[src/rtl/conv_stream_ctrl.sv]
// conv_stream_ctrl: paces a non-stallable 4-lane convolver between AXI4-Stream ports, tagging results into an output FIFO
module conv_stream_ctrl #(
    parameter int IMAGE_HEIGHT = 200,
    parameter int IMAGE_WIDTH  = 200,
    parameter int KERNEL_WIDTH = 3,
    parameter int NB_DATA      = 32,
    parameter int PIPE_LAT     = 2,
    parameter int FIFO_DEPTH   = 8
) (
    input  logic               i_clk,
    input  logic               i_reset,
    input  logic [1:0]         i_kernel_sel,
    input  logic [NB_DATA-1:0] s_tdata,
    input  logic               s_tvalid,
    input  logic               s_tlast,
    output logic               s_tready,
    output logic [NB_DATA-1:0] m_tdata,
    output logic               m_tvalid,
    output logic               m_tlast,
    input  logic               m_tready,
    output logic [NB_DATA-1:0] o_conv_data,
    output logic               o_conv_valid,
    output logic               o_conv_clear,
    output logic [1:0]         o_kernel_sel,
    input  logic [NB_DATA-1:0] i_conv_data,
    output logic               o_frame_err
);
    localparam int WPC         = IMAGE_HEIGHT / 4;
    localparam int IN_WORDS    = IMAGE_WIDTH * WPC;
    localparam int PRIME_WORDS = (KERNEL_WIDTH - 1) * WPC;
    localparam int CW          = $clog2(IN_WORDS + 1);
    localparam int AW          = $clog2(FIFO_DEPTH);
    localparam int NW          = AW + 1;
    localparam int OW          = $clog2(FIFO_DEPTH + PIPE_LAT + 2) + 1;

    typedef enum logic [1:0] {IDLE, RUN, DRAIN} state_t;

    state_t              state_q, state_d;
    logic [CW-1:0]       in_cnt_q, in_cnt_d;
    logic [NB_DATA-1:0]  conv_data_q, conv_data_d;
    logic                conv_valid_q, conv_valid_d;
    logic                conv_tag_q, conv_tag_d;
    logic                conv_last_q, conv_last_d;
    logic [PIPE_LAT-1:0] tag_pipe_q, tag_pipe_d;
    logic [PIPE_LAT-1:0] last_pipe_q, last_pipe_d;
    logic [PIPE_LAT:0]   tag_ext, last_ext;
    logic                clear_q, clear_d;
    logic                err_q, err_d;
    logic [1:0]          ksel_q, ksel_d;
    logic [AW-1:0]       wr_q, wr_d, rd_q, rd_d;
    logic [NW-1:0]       cnt_q, cnt_d;
    logic [NB_DATA:0]    mem_q [FIFO_DEPTH];
    logic [OW-1:0]       outstanding;
    logic                room, ready, accept, fin, push, pop, pipe_empty;

    // Flow control: a tagged word is only fed when FIFO occupancy plus every tagged word still in flight leaves a free slot
    always_comb begin
        outstanding = OW'(cnt_q) + OW'($countones({tag_pipe_q, conv_tag_q}));
        room        = outstanding < OW'(FIFO_DEPTH);
        ready       = !i_reset && state_q != DRAIN && (room || (state_q == RUN && in_cnt_q < CW'(PRIME_WORDS)));
        accept      = s_tvalid && ready;
        fin         = in_cnt_q == CW'(IN_WORDS - 1);
        push        = tag_pipe_q[PIPE_LAT-1];
        pop         = cnt_q != '0 && m_tready;
        pipe_empty  = !conv_valid_q && tag_pipe_q == '0;
    end

    // Frame sequencing: column count, kernel latch, framing errors and the between-frame convolver clear
    always_comb begin
        state_d  = state_q;
        in_cnt_d = in_cnt_q;
        ksel_d   = (state_q == IDLE && accept) ? i_kernel_sel : ksel_q;
        err_d    = err_q || (accept && (s_tlast != fin));
        clear_d  = state_q == DRAIN && pipe_empty;
        if (accept) begin
            in_cnt_d = in_cnt_q + 1'b1;
            state_d  = (s_tlast || fin) ? DRAIN : RUN;
        end
        if (clear_d) begin
            in_cnt_d = '0;
            state_d  = IDLE;
        end
    end

    // Convolver feed, result tag pipe aligned to the convolver latency, and FIFO pointers
    always_comb begin
        conv_valid_d = accept;
        conv_data_d  = accept ? s_tdata : conv_data_q;
        conv_tag_d   = accept && in_cnt_q >= CW'(PRIME_WORDS);
        conv_last_d  = accept && (fin || s_tlast);
        tag_ext      = {tag_pipe_q, conv_tag_q};
        last_ext     = {last_pipe_q, conv_last_q};
        tag_pipe_d   = tag_ext[PIPE_LAT-1:0];
        last_pipe_d  = last_ext[PIPE_LAT-1:0];
        wr_d         = wr_q + AW'(push);
        rd_d         = rd_q + AW'(pop);
        cnt_d        = cnt_q + NW'(push) - NW'(pop);
    end

    // Control and pipeline registers
    always_ff @(posedge i_clk or posedge i_reset) begin
        if (i_reset) begin
            state_q      <= IDLE;
            in_cnt_q     <= '0;
            conv_data_q  <= '0;
            conv_valid_q <= 1'b0;
            conv_tag_q   <= 1'b0;
            conv_last_q  <= 1'b0;
            tag_pipe_q   <= '0;
            last_pipe_q  <= '0;
            clear_q      <= 1'b0;
            err_q        <= 1'b0;
            ksel_q       <= '0;
            wr_q         <= '0;
            rd_q         <= '0;
            cnt_q        <= '0;
        end else begin
            state_q      <= state_d;
            in_cnt_q     <= in_cnt_d;
            conv_data_q  <= conv_data_d;
            conv_valid_q <= conv_valid_d;
            conv_tag_q   <= conv_tag_d;
            conv_last_q  <= conv_last_d;
            tag_pipe_q   <= tag_pipe_d;
            last_pipe_q  <= last_pipe_d;
            clear_q      <= clear_d;
            err_q        <= err_d;
            ksel_q       <= ksel_d;
            wr_q         <= wr_d;
            rd_q         <= rd_d;
            cnt_q        <= cnt_d;
        end
    end

    // FIFO storage: convolver result with its end-of-frame bit
    always_ff @(posedge i_clk) begin
        if (push) mem_q[wr_q] <= {last_pipe_q[PIPE_LAT-1], i_conv_data};
    end

    assign s_tready     = ready;
    assign m_tvalid     = cnt_q != '0;
    assign m_tdata      = m_tvalid ? mem_q[rd_q][NB_DATA-1:0] : '0;
    assign m_tlast      = m_tvalid && mem_q[rd_q][NB_DATA];
    assign o_conv_data  = conv_data_q;
    assign o_conv_valid = conv_valid_q;
    assign o_conv_clear = clear_q;
    assign o_kernel_sel = ksel_q;
    assign o_frame_err  = err_q;
endmodule

[config.mk]
export PLATFORM = sky130hd
export DESIGN_NAME = conv_stream_ctrl
export DESIGN_NICKNAME = d
export VERILOG_FILES = /design/src/rtl/conv_stream_ctrl.sv
export SDC_FILE = /design/constraint.sdc
export NUM_CORES = 1
export LEC_CHECK = 0
export BUFFER_PORTS_ARGS = -buffer_cell sky130_fd_sc_hd__buf_2
export CORE_MARGIN = 2
export CORE_UTILIZATION = 58
export CTS_CLUSTER_SIZE = 30
export DETAILED_ROUTE_END_ITERATION = 8
export GPL_TIMING_DRIVEN = 0
export PLACE_DENSITY = 0.89
export REMOVE_ABC_BUFFERS = 1
export SLEW_MARGIN = 20
export SYNTH_ARGS = -nofsm -noshare
export SYNTH_HDL_FRONTEND = slang
export SYNTH_SLANG_ARGS = --single-unit
export TNS_END_PERCENT = 5
[constraint.sdc]
create_clock -name i_clk -period 3.9 [get_ports i_clk]
set_clock_uncertainty 0.1 [all_clocks]
set_input_delay 0.585 -clock i_clk [delete_from_list [all_inputs] [get_ports i_clk]]
set_output_delay 0.585 -clock i_clk [all_outputs]
set_load 0.05 [all_outputs]
==> impl_results.md, run 1 <==
- Fin. max-slew vios: 0
- Row cnt: 55
- Final RePlAce weighted congestion: 0.8402
- Synth warnings: 0
- Crit Path Category: flip-flop to primary output
- Worst-path clk slew: around 60 ps
- Port Buffers: 142
- Relative slew slack: 0.4599
- IR drop worst, VDD: 0.6343 mV
- DR WL met3: 1.611 mm
- Initial antenna violation count: 1
- Mapped Area: between 0.01 and 0.015 mm^2
- Final Power: 11.88 mW
- Number of buffers created by CTS: 34
- Arrival time worst endpoint: about 2800 ps
- Starting DRT DRC Count: approximately 460
- Worst Tran Pin Value: 808.3 ps
- Metal-1 WL: just over 10 mm
- Core area: between 0.02 and 0.025 mm^2
- CP Launch Type: flip-flop
- Flop pwr share: 0.377
- Cell Pwr Density: 759.4 mW/mm^2
- Initial Util: 0.5843
- Commonest non-fill, non-tap cells in the layout: edfxtp_1 (264), buf_2 (142), mux4_2 (66), dfrtp_1 (66), nor2_1 (41)
- Req. time, crit path: 3210 ps
- Syn_area_per_cell: 19.33 um^2
- Final ANT Viol Nets: 0
- TritonCTS clock tree: yes
- Cells after Synth: approximately 680
- Worst Reg-to-Reg Cells: 10
- Die area: 0.02382 mm^2
- Vias: approximately 7k
- Highest clock rate: 0.2849 GHz
- Synth Register Bits: 333
- Final hold vios: 0
- DRC errors left: 0
- RSZ-0062 raised after global routing: false
- Fillers: 1364
- Top Metal Used: met4
- Met2 WL: ~13 mm
- Status: completed
- Crit path time final: 3510 ps
- Fin crit share: 0.8999
- Primary FF master, synth: edfxtp_1
- # IOs: 143
- H-tree lvl count: 2
- Clock power frac: 0.257
- Vias in the first global route: 7318
- Area grow syn2layout: 19.35%
- Count of cell types in the netlist: 43
- Hold Path Class: input port to flip-flop
- Pin count of the biggest net entering global routing: 49
- Logic pwr share: 0.366
- CTS sink cnt: 333
- Die height: 154.3 um
- Worst setup EP type: primary output
- Switching Fraction: 0.3752
- Fin cells: 1165
- NumNets Final: about 940
- Gr ovfl total: 0
- Root buffer cell: clkbuf_16
- Hold path depth: 2
- Critical Path Fanout Max: 2
- Power Internal: 7.422 mW
- Max Root-Sink Buffers: 3
- EDFF count, synth: ~260
- DRT Pass-1 Iters: 6
- Layout cell share with drive strength beyond 1: 0.3823
- First-pass GRT wire length: 39.67 mm
- MaxCap Viol Count: 0
- Final wirelength: 25.71 mm
- DP HPWL: 15.84 mm
- WL per Instance: between 20 and 25 um
- Die W: 154.3 um
- Commonest non-fill, non-tap cell in the layout: edfxtp_1
- Via density: 5.845
- Sequential-to-total area share from yosys stat: 0.7365
- Gr usage total: 0.2194
- Asr flop ratio synth: 0.2072
- Final setup viols: 0
- Clk_lat worst skew: 500 ps
- Dpl cells: 1103
- Leakage power: roughly 6 nW
- Sw power: 4.458 mW
[cells by family (layout without fill, tap and decap cells)]
group,Yosys count,in the layout,share of synthesized area
buffers and inverters,52,253,0.01566
XOR/XNOR,4,4,0.002673
adder cells (fa/ha/maj),16,16,0.01642
multiplexers,137,137,0.1710
flip-flops,333,333,0.7365
AO/OA/AOI/OAI,29,29,0.01632
other,0,1,0
AND/OR/NAND/NOR,107,107,0.04143
[critical path: stages, from the launching register on]
cell and delay [ps]:
dfrtp_1 420, fa_1 420, ha_1 290, a31o_2 260
a221oi_1 460, nor4_1 110, nor2_1 100, buf_2 270
[timing repair]
action | CTS | global route
resized for setup | 0 | 0
buffers inserted | 0 | 2
endpoints found under the hold margin | 10 | 0
setup endpoints to repair | 0 | 4
hold buffers | 1 | 0
[per-layer routing]
metal  GRT usage  vias up
met3     0.04847       45
met4     0.05467        0
met2      0.3976      246
li1            -     3039
met5           0        -
met1      0.2712     3480
[flip-flops by register name, summed over array words and instances, names as in the netlist]
name          flops
conv_last_q       1
conv_tag_q        1
state_q           2
last_pipe_q       2
tag_pipe_q        2
o_frame_err       1
o_kernel_sel      2
wr_q              3
rd_q              3
o_conv_data      32
cnt_q             4
o_conv_valid      1
o_conv_clear      1
mem_q           264
in_cnt_q         14
[power by group through the flow]
stage | combinational, mW | clock (mW) | sequential, mW
after global routing | 4.60 | 3.24 | 4.54
after CTS | 4.39 | 3.11 | 4.48
after floorplan | 2.64 | 0 | 5.27
after global placement | 4.13 | 0 | 4.76
final | 4.35 | 3.05 | 4.48
after detailed placement | 4.37 | 0 | 4.55
[cell type report]
class                           instances  area [um^2]  area share
Antenna cell                            1        2.502   0.0001600
Clock buffer                           45        923.4     0.05903
Clock inverter                         13        130.1    0.008318
Inverter                               22        85.08    0.005439
Multi-Input combinational cell        293         3304      0.2112
Sequential cell                       333         9666      0.6178
Tap cell                              285        356.6     0.02279
Timing Repair Buffer                  173         1176     0.07518
[Yosys cell counts, types with 3 or more instances]
master	n	area, um^2
ha_1	14	175.2
clkbuf_1	15	56.30
a21oi_1	6	30.03
buf_2	8	40.04
buf_1	7	26.28
or4_1	3	22.52
xor2_1	3	26.28
mux2i_1	36	360.4
nand2_1	7	26.28
a211o_1	4	35.03
edfxtp_1	264	7928
o21ai_0	8	40.04
mux4_2	66	1486
nor3_1	12	60.06
mux2_2	35	394.1
and3_1	3	18.77
or3_1	7	43.79
nand2b_1	5	31.28
inv_1	22	82.58
dfrtp_1	69	1727
nor2_1	47	176.4
a21o_1	3	22.52
nand3_1	7	35.03
[final timing paths]
path                                             from                     endpoint  slack, ps
worst max-delay path             conv_tag_q$_DFF_PP0_                     s_tready        390
worst min-delay path                      s_tdata[30]  o_conv_data[30]$_DFFE_PP0P_        220
worst max register to register   conv_tag_q$_DFF_PP0_      in_cnt_q[7]$_DFFE_PP0P_        420
worst min register to register  conv_last_q$_DFF_PP0_     last_pipe_q[0]$_DFF_PP0_        250
max in group asynchronous                     i_reset  o_conv_data[13]$_DFFE_PP0P_       2610
min in group asynchronous                     i_reset        o_frame_err$_DFF_PP0_        550
[per-stage QoR]
stage | cell area (um^2) | utilization | hold WS, ps | setup TNS [ps] | setup WS (ps)
after floorplan | 12990 | - | 231.2 | -29870 | -695.5
after global placement | 14050 | 0.6264 | 233.1 | -215890 | -1838
after detailed placement | 14560 | 0.6491 | 234.7 | 0 | 171.5
after CTS | 15630 | 0.6965 | 196.9 | 0 | 151.5
after global routing | 15640 | 0.6972 | 201.7 | 0 | 239.6
final | 15640 | 0.6973 | 217.7 | 0 | 390.5
Note: power is estimated with default switching activity, not from simulation.
==> run 2, diff against run 1 <==
--- a/config.mk
+++ b/config.mk
@@ -12,6 +12,7 @@
 export DETAILED_ROUTE_END_ITERATION = 8
 export GPL_TIMING_DRIVEN = 0
 export PLACE_DENSITY = 0.89
+export RECOVER_POWER = 50
 export REMOVE_ABC_BUFFERS = 1
 export SLEW_MARGIN = 20
 export SYNTH_ARGS = -nofsm -noshare
==> impl_results.md, run 2 (same netlist as run 1, synthesis figures left out) <==
- DRC errors left: 0
- Fin. max-slew vios: 0
- TritonCTS clock tree: yes
- Critical Path Fanout Max: 2
- Worst r2r src: conv_tag_q$_DFF_PP0_
- CP Launch Type: flip-flop
- Core area: 0.02243 mm^2
- Final setup viols: 0
- Initial antenna violation count: 1
- Placed Area: around 0.015 mm^2
- Commonest non-fill, non-tap cell in the layout: edfxtp_1
- Delay-heaviest family, CP: compound AO/OA/AOI/OAI gates
- DP HPWL: 15.84 mm
- Fillers: roughly 1.4k
- Cell Pwr Density: 763.2 mW/mm^2
- Area grow syn2layout: 18.66%
- Gr ovfl total: 0
- H-tree lvl count: 2
- Layout cell share with drive strength beyond 1: 0.3379
- Max incr delay on CP: 460 ps
- CTS sink cnt: 333
- Logic pwr share: 0.366
- Bufs and invs on worst path: 1
- Fin crit share: 0.9004
- Final wirelength: 25.63 mm
- Hold path depth: 2
- Row cnt: 55
- Number of buffers created by CTS: 34
- Switching Fraction: 0.3753
- Die W: 154.3 um
- Root buffer cell: clkbuf_16
- # IOs: 143
- Relative slew slack: 0.05971
- Vias in the first global route: 7318
- Req. time, crit path: 3210 ps
- Final ANT Viol Nets: 0
- Largest register FFs: 264
- RSZ-0062 raised after global routing: false
- Worst setup EP type: primary output
- Status: completed
- Crit Path Category: flip-flop to primary output
- NumNets Final: 944
- IR drop worst, VDD: about 0.63 mV
- Min-delay src: s_tdata[30]
- Worst-path clk slew: 60 ps
- Worst Tran Pin Value: between 1000 and 1500 ps
- Worst r2r dst: in_cnt_q[7]$_DFFE_PP0P_
- Most flops, register: mem_q
- Final instance area: ~0.016 mm^2
- Commonest non-fill, non-tap cells in the layout: edfxtp_1 (264), buf_2 (109), mux4_2 (66), dfrtp_1 (66), clkbuf_1 (44)
- CTS-repair resized insts: 0
- Highest clock rate: about 0.28 GHz
- CP max stage cell: a221oi_1
- Sw power: 4.456 mW
- Critical path, cell by cell: fa_1, ha_1, a31o_2, a221oi_1, nor4_1, nor2_1, buf_2
- Hold Path Class: input port to flip-flop
- Die area: 0.02382 mm^2
- Die height: 154.3 um
- Critical path depth: 7
- Final hold vios: 0
- Clk_lat worst skew: 490 ps
- Power Internal: 7.416 mW
- First-pass GRT wire length: roughly 40 mm
- TNS Setup: 0 ps
- Leakage power: 5.743 nW
- Crit path time final: 3512 ps
- Max Root-Sink Buffers: 3
- Worst hold endpoint: o_conv_data[30]$_DFFE_PP0P_
- Final RePlAce weighted congestion: roughly 0.84
- Gr usage total: 0.2194
- Final Power: 11.87 mW
- Vias: 6797
- Starting DRT DRC Count: 426
- Pin count of the biggest net entering global routing: 49
- Arrival time worst endpoint: 2830 ps
- Initial Util: 0.5843
- Clock power frac: 0.257
- Flop pwr share: 0.377
- DRT Pass-1 Iters: 4
- FF-to-FF setup slack: 420 ps
- Worst Reg-to-Reg Cells: 10
- WL per Instance: about 22 um
- Via density: 5.834
- Port Buffers: 142
- MaxCap Viol Count: 0
## run 2: per-layer routing
layer,track usage,part of all wire,vias to the layer above
li1,-,-,3039
met1,0.2712,0.39,3463
met2,0.3976,0.53,252
met3,0.04847,0.068,43
met4,0.05467,0.017,0
met5,0,0,-
## run 2: per-stage QoR
| step | cells | hold WS (ps) | worst slack, ps | utilization |
|---|---|---|---|---|
| floorplan | 648 | 231.2 | -695.5 | - |
| global placement | 1075 | 233.1 | -1838 | 0.6264 |
| detailed placement | 1103 | 234.7 | 171.5 | 0.6491 |
| CTS | 1162 | 196.9 | 151.5 | 0.6965 |
| global route | 1164 | 201.7 | 239.6 | 0.6932 |
| finish | 1165 | 218.2 | 388.3 | 0.6933 |
## run 2: repair_timing
item,CTS,global route
setup buffers,0,2
hold endpoints to repair,10,0
hold buffers,1,0
setup endpoints to repair,0,4
## run 2: worst reg2reg max path, cell delays in order (launching register included)
cell,delay (ps)
dfrtp_1,420
fa_1,420
ha_1,290
a31oi_1,280
nor3_1,150
o41ai_4,480
buf_6,220
buf_4,230
buf_4,240
and2_0,370
a221o_1,210
## run 2: area by class of cell
| class | instances | area (um^2) | area share |
|---|---|---|---|
| repair buffers | 173 | 1112 | 0.07151 |
| clock buffers | 45 | 923.4 | 0.05937 |
| multi-input cells | 293 | 3279 | 0.2108 |
| diodes | 1 | 2.502 | 0.0001609 |
| inverters | 22 | 83.83 | 0.005390 |
| well taps | 285 | 356.6 | 0.02293 |
| flip-flops and latches | 333 | 9666 | 0.6214 |
| clock inverters | 13 | 130.1 | 0.008366 |
## run 2: how the worst max path moves through the flow
stage / start / end / slack (ps)
3_5_place_dp: conv_tag_q$_DFF_PP0_ / in_cnt_q[7]$_DFFE_PP0P_ / 170
3_3_place_gp: tag_pipe_q[1]$_DFF_PP0_ / mem_q[0][28]$_DFFE_PP_ / -1840
5_1_grt: conv_tag_q$_DFF_PP0_ / in_cnt_q[7]$_DFFE_PP0P_ / 240
2_1_floorplan: rd_q[0]$_DFF_PP0_ / m_tdata[0] / -700
6_report: conv_tag_q$_DFF_PP0_ / s_tready / 390
4_1_cts: conv_tag_q$_DFF_PP0_ / in_cnt_q[7]$_DFFE_PP0P_ / 150
## run 2: power by group through the flow
stage | Combinational, mW | Clock, mW | Sequential [mW]
2_1_floorplan | 2.64 | 0 | 5.27
6_report | 4.34 | 3.05 | 4.48
5_1_grt | 4.59 | 3.24 | 4.54
3_5_place_dp | 4.37 | 0 | 4.55
3_3_place_gp | 4.13 | 0 | 4.76
4_1_cts | 4.39 | 3.11 | 4.48
==> run 3, diff against run 2 <==
--- a/config.mk
+++ b/config.mk
@@ -7,11 +7,11 @@
 export LEC_CHECK = 0
 export BUFFER_PORTS_ARGS = -buffer_cell sky130_fd_sc_hd__buf_2
 export CORE_MARGIN = 2
-export CORE_UTILIZATION = 58
+export CORE_UTILIZATION = 53
 export CTS_CLUSTER_SIZE = 30
 export DETAILED_ROUTE_END_ITERATION = 8
 export GPL_TIMING_DRIVEN = 0
-export PLACE_DENSITY = 0.89
+export PLACE_DENSITY = 0.86
 export RECOVER_POWER = 50
 export REMOVE_ABC_BUFFERS = 1
 export SLEW_MARGIN = 20
==> constraint.sdc (replaced) <==
create_clock -name i_clk -period 3.1 [get_ports i_clk]
set_clock_uncertainty 0.1 [all_clocks]
set_input_delay 0.465 -clock i_clk [delete_from_list [all_inputs] [get_ports i_clk]]
set_output_delay 0.465 -clock i_clk [all_outputs]
set_load 0.05 [all_outputs]
==> impl_results.md, run 3 (same netlist as run 1, synthesis figures left out) <==
- Vias in the first global route: 7270
- Via density: 5.691
- Fillers: 1663
- Core area: roughly 0.024 mm^2
- Register area: 0.009666 mm^2
- Worst setup EP type: primary output
- Fin. max-slew vios: 0
- Arrival time worst endpoint: 2480 ps
- Die area: 0.02600 mm^2
- Area grow syn2layout: 19.87%
- Starting DRT DRC Count: 318
- Multi-input gate area: 0.003390 mm^2
- DP HPWL: 15.93 mm
- IR drop worst, VDD: 0.8235 mV
- TritonCTS clock tree: yes
- # IOs: 143
- RSZ-0062 raised after global routing: true
- Hold Path Class: input port to flip-flop
- Crit Path Category: flip-flop to primary output
- CP Launch Type: flip-flop
- Final ANT Viol Nets: 0
- Worst Tran Pin Value: 1344 ps
- Layout cell share with drive strength beyond 1: 0.3318
- Largest register FFs: between 200 and 300
- Commonest non-fill, non-tap cell in the layout: edfxtp_1
- DRT Pass-1 Iters: 5
- Highest clock rate: 0.3288 GHz
- Gr ovfl total: 0
- Final instance area: 0.01571 mm^2
- First-pass GRT wire length: between 40 and 50 mm
- Status: completed
- Gr usage total: 0.2064
- MaxCap Viol Count: 0
- H-tree lvl count: 2
- CTS sink cnt: 333
- Die W: 161.3 um
- Worst-path clk slew: 60 ps
- Initial Util: 0.5390
- Critical Path Fanout Max: 2
- Root buffer cell: clkbuf_16
- Pin count of the biggest net entering global routing: 56
- Placed Area: 0.01454 mm^2
- Relative slew slack: 0.1042
- Req. time, crit path: 2530 ps
- DRC errors left: 0
- Die height: 161.3 um
- Cell Pwr Density: 966.6 mW/mm^2
- Initial antenna violation count: 1
- Clk_lat worst skew: 500 ps
- Most flops, register: mem_q
- Leakage power: 5.725 nW
- WL per Instance: 21.76 um
- NumNets Final: 943
- Number of buffers created by CTS: 34
- Final hold vios: 0
- Final setup viols: 0
- Min Hold Slack: 91.82 ps
- Crit path time final: 3041 ps
- Row cnt: 57
- Final wirelength: 26.22 mm
- Fin crit share: 0.9810
- Commonest non-fill, non-tap cells in the layout: edfxtp_1 (264), buf_2 (82), mux4_2 (66), dfrtp_1 (66), clkbuf_1 (61)
- Max Root-Sink Buffers: 3
- Final RePlAce weighted congestion: 0.7915
- Port Buffers: between 100 and 150
- TNS Setup: 0 ps
- Vias: just under 7k
## run 3: cell count changes in the layout (fill, tap and decap cells not counted), moves of 4 or more
cell / previous run / this run
buf_6: 2 / 7
clkbuf_1: 44 / 61
buf_2: 109 / 82
nor3_1: 12 / 8
clkinv_2: 3 / 8
## run 3: path summary, 6_finish.rpt
kind                                        from  slack (ps)  depth (start not counted)                           to
max in group asynchronous                i_reset         980                          4  o_conv_data[10]$_DFFE_PP0P_
min in group asynchronous                i_reset         380                          3  o_conv_data[15]$_DFFE_PP0P_
setup / recovery              cnt_q[0]$_DFF_PP0_          60                          7                     s_tready
setup reg to reg              cnt_q[0]$_DFF_PP0_         160                          9      in_cnt_q[7]$_DFFE_PP0P_
hold reg to reg            conv_last_q$_DFF_PP0_         250                          0     last_pipe_q[0]$_DFF_PP0_
hold / removal                       s_tdata[13]          90                          2  o_conv_data[13]$_DFFE_PP0P_
## run 3: critical path: stages, from the launching register on
cell	delay, ps
dfrtp_1	400
fa_2	410
ha_4	240
a31o_4	260
a221oi_4	260
nor4_2	60
nor2_1	150
buf_6	180
## run 3: power breakdown
| part | internal, mW | switching [mW] |
|---|---|---|
| clock network | 2.34 | 1.62 |
| registers | 5.16 | 0.413 |
| logic | 1.94 | 3.72 |
## run 3: through the flow
stage	worst slack, ps	power (mW)	util	cells
final	58.91	15.19	0.6461	1205
after CTS	-8.743	15.37	0.6485	1204
after floorplan	-1376	9.956	-	648
after detailed placement	-528.6	11.19	0.5980	1138
after global routing	-47.16	15.80	0.6460	1204
after global placement	-2705	11.10	0.5798	1114
## run 3: metal layers
metal	track usage	vias up	wire (um)
li1	-	3042	-
met1	0.2542	3499	10220
met2	0.3714	264	13750
met3	0.04186	53	1665
met4	0.06169	0	587
met5	0	-	0
## run 3: repair_timing
item                                   4_1_cts  5_1_grt
buffers inserted                             6        0
hold buffers                                 1        0
endpoints found under the hold margin       14        0
setup endpoints to repair                   57        2
gates resized for setup                     11        5
pin swaps                                    4        5
## run 3: cell type report
class                      count  area share
sequential                   333      0.6151
multi-input combinational    293      0.2157
clock buffer                  38     0.05709
tap                          324     0.02580
clock inverter                22     0.01234
inverter                      22    0.005415
antenna                        1   0.0001593
timing repair buffer         172     0.06832
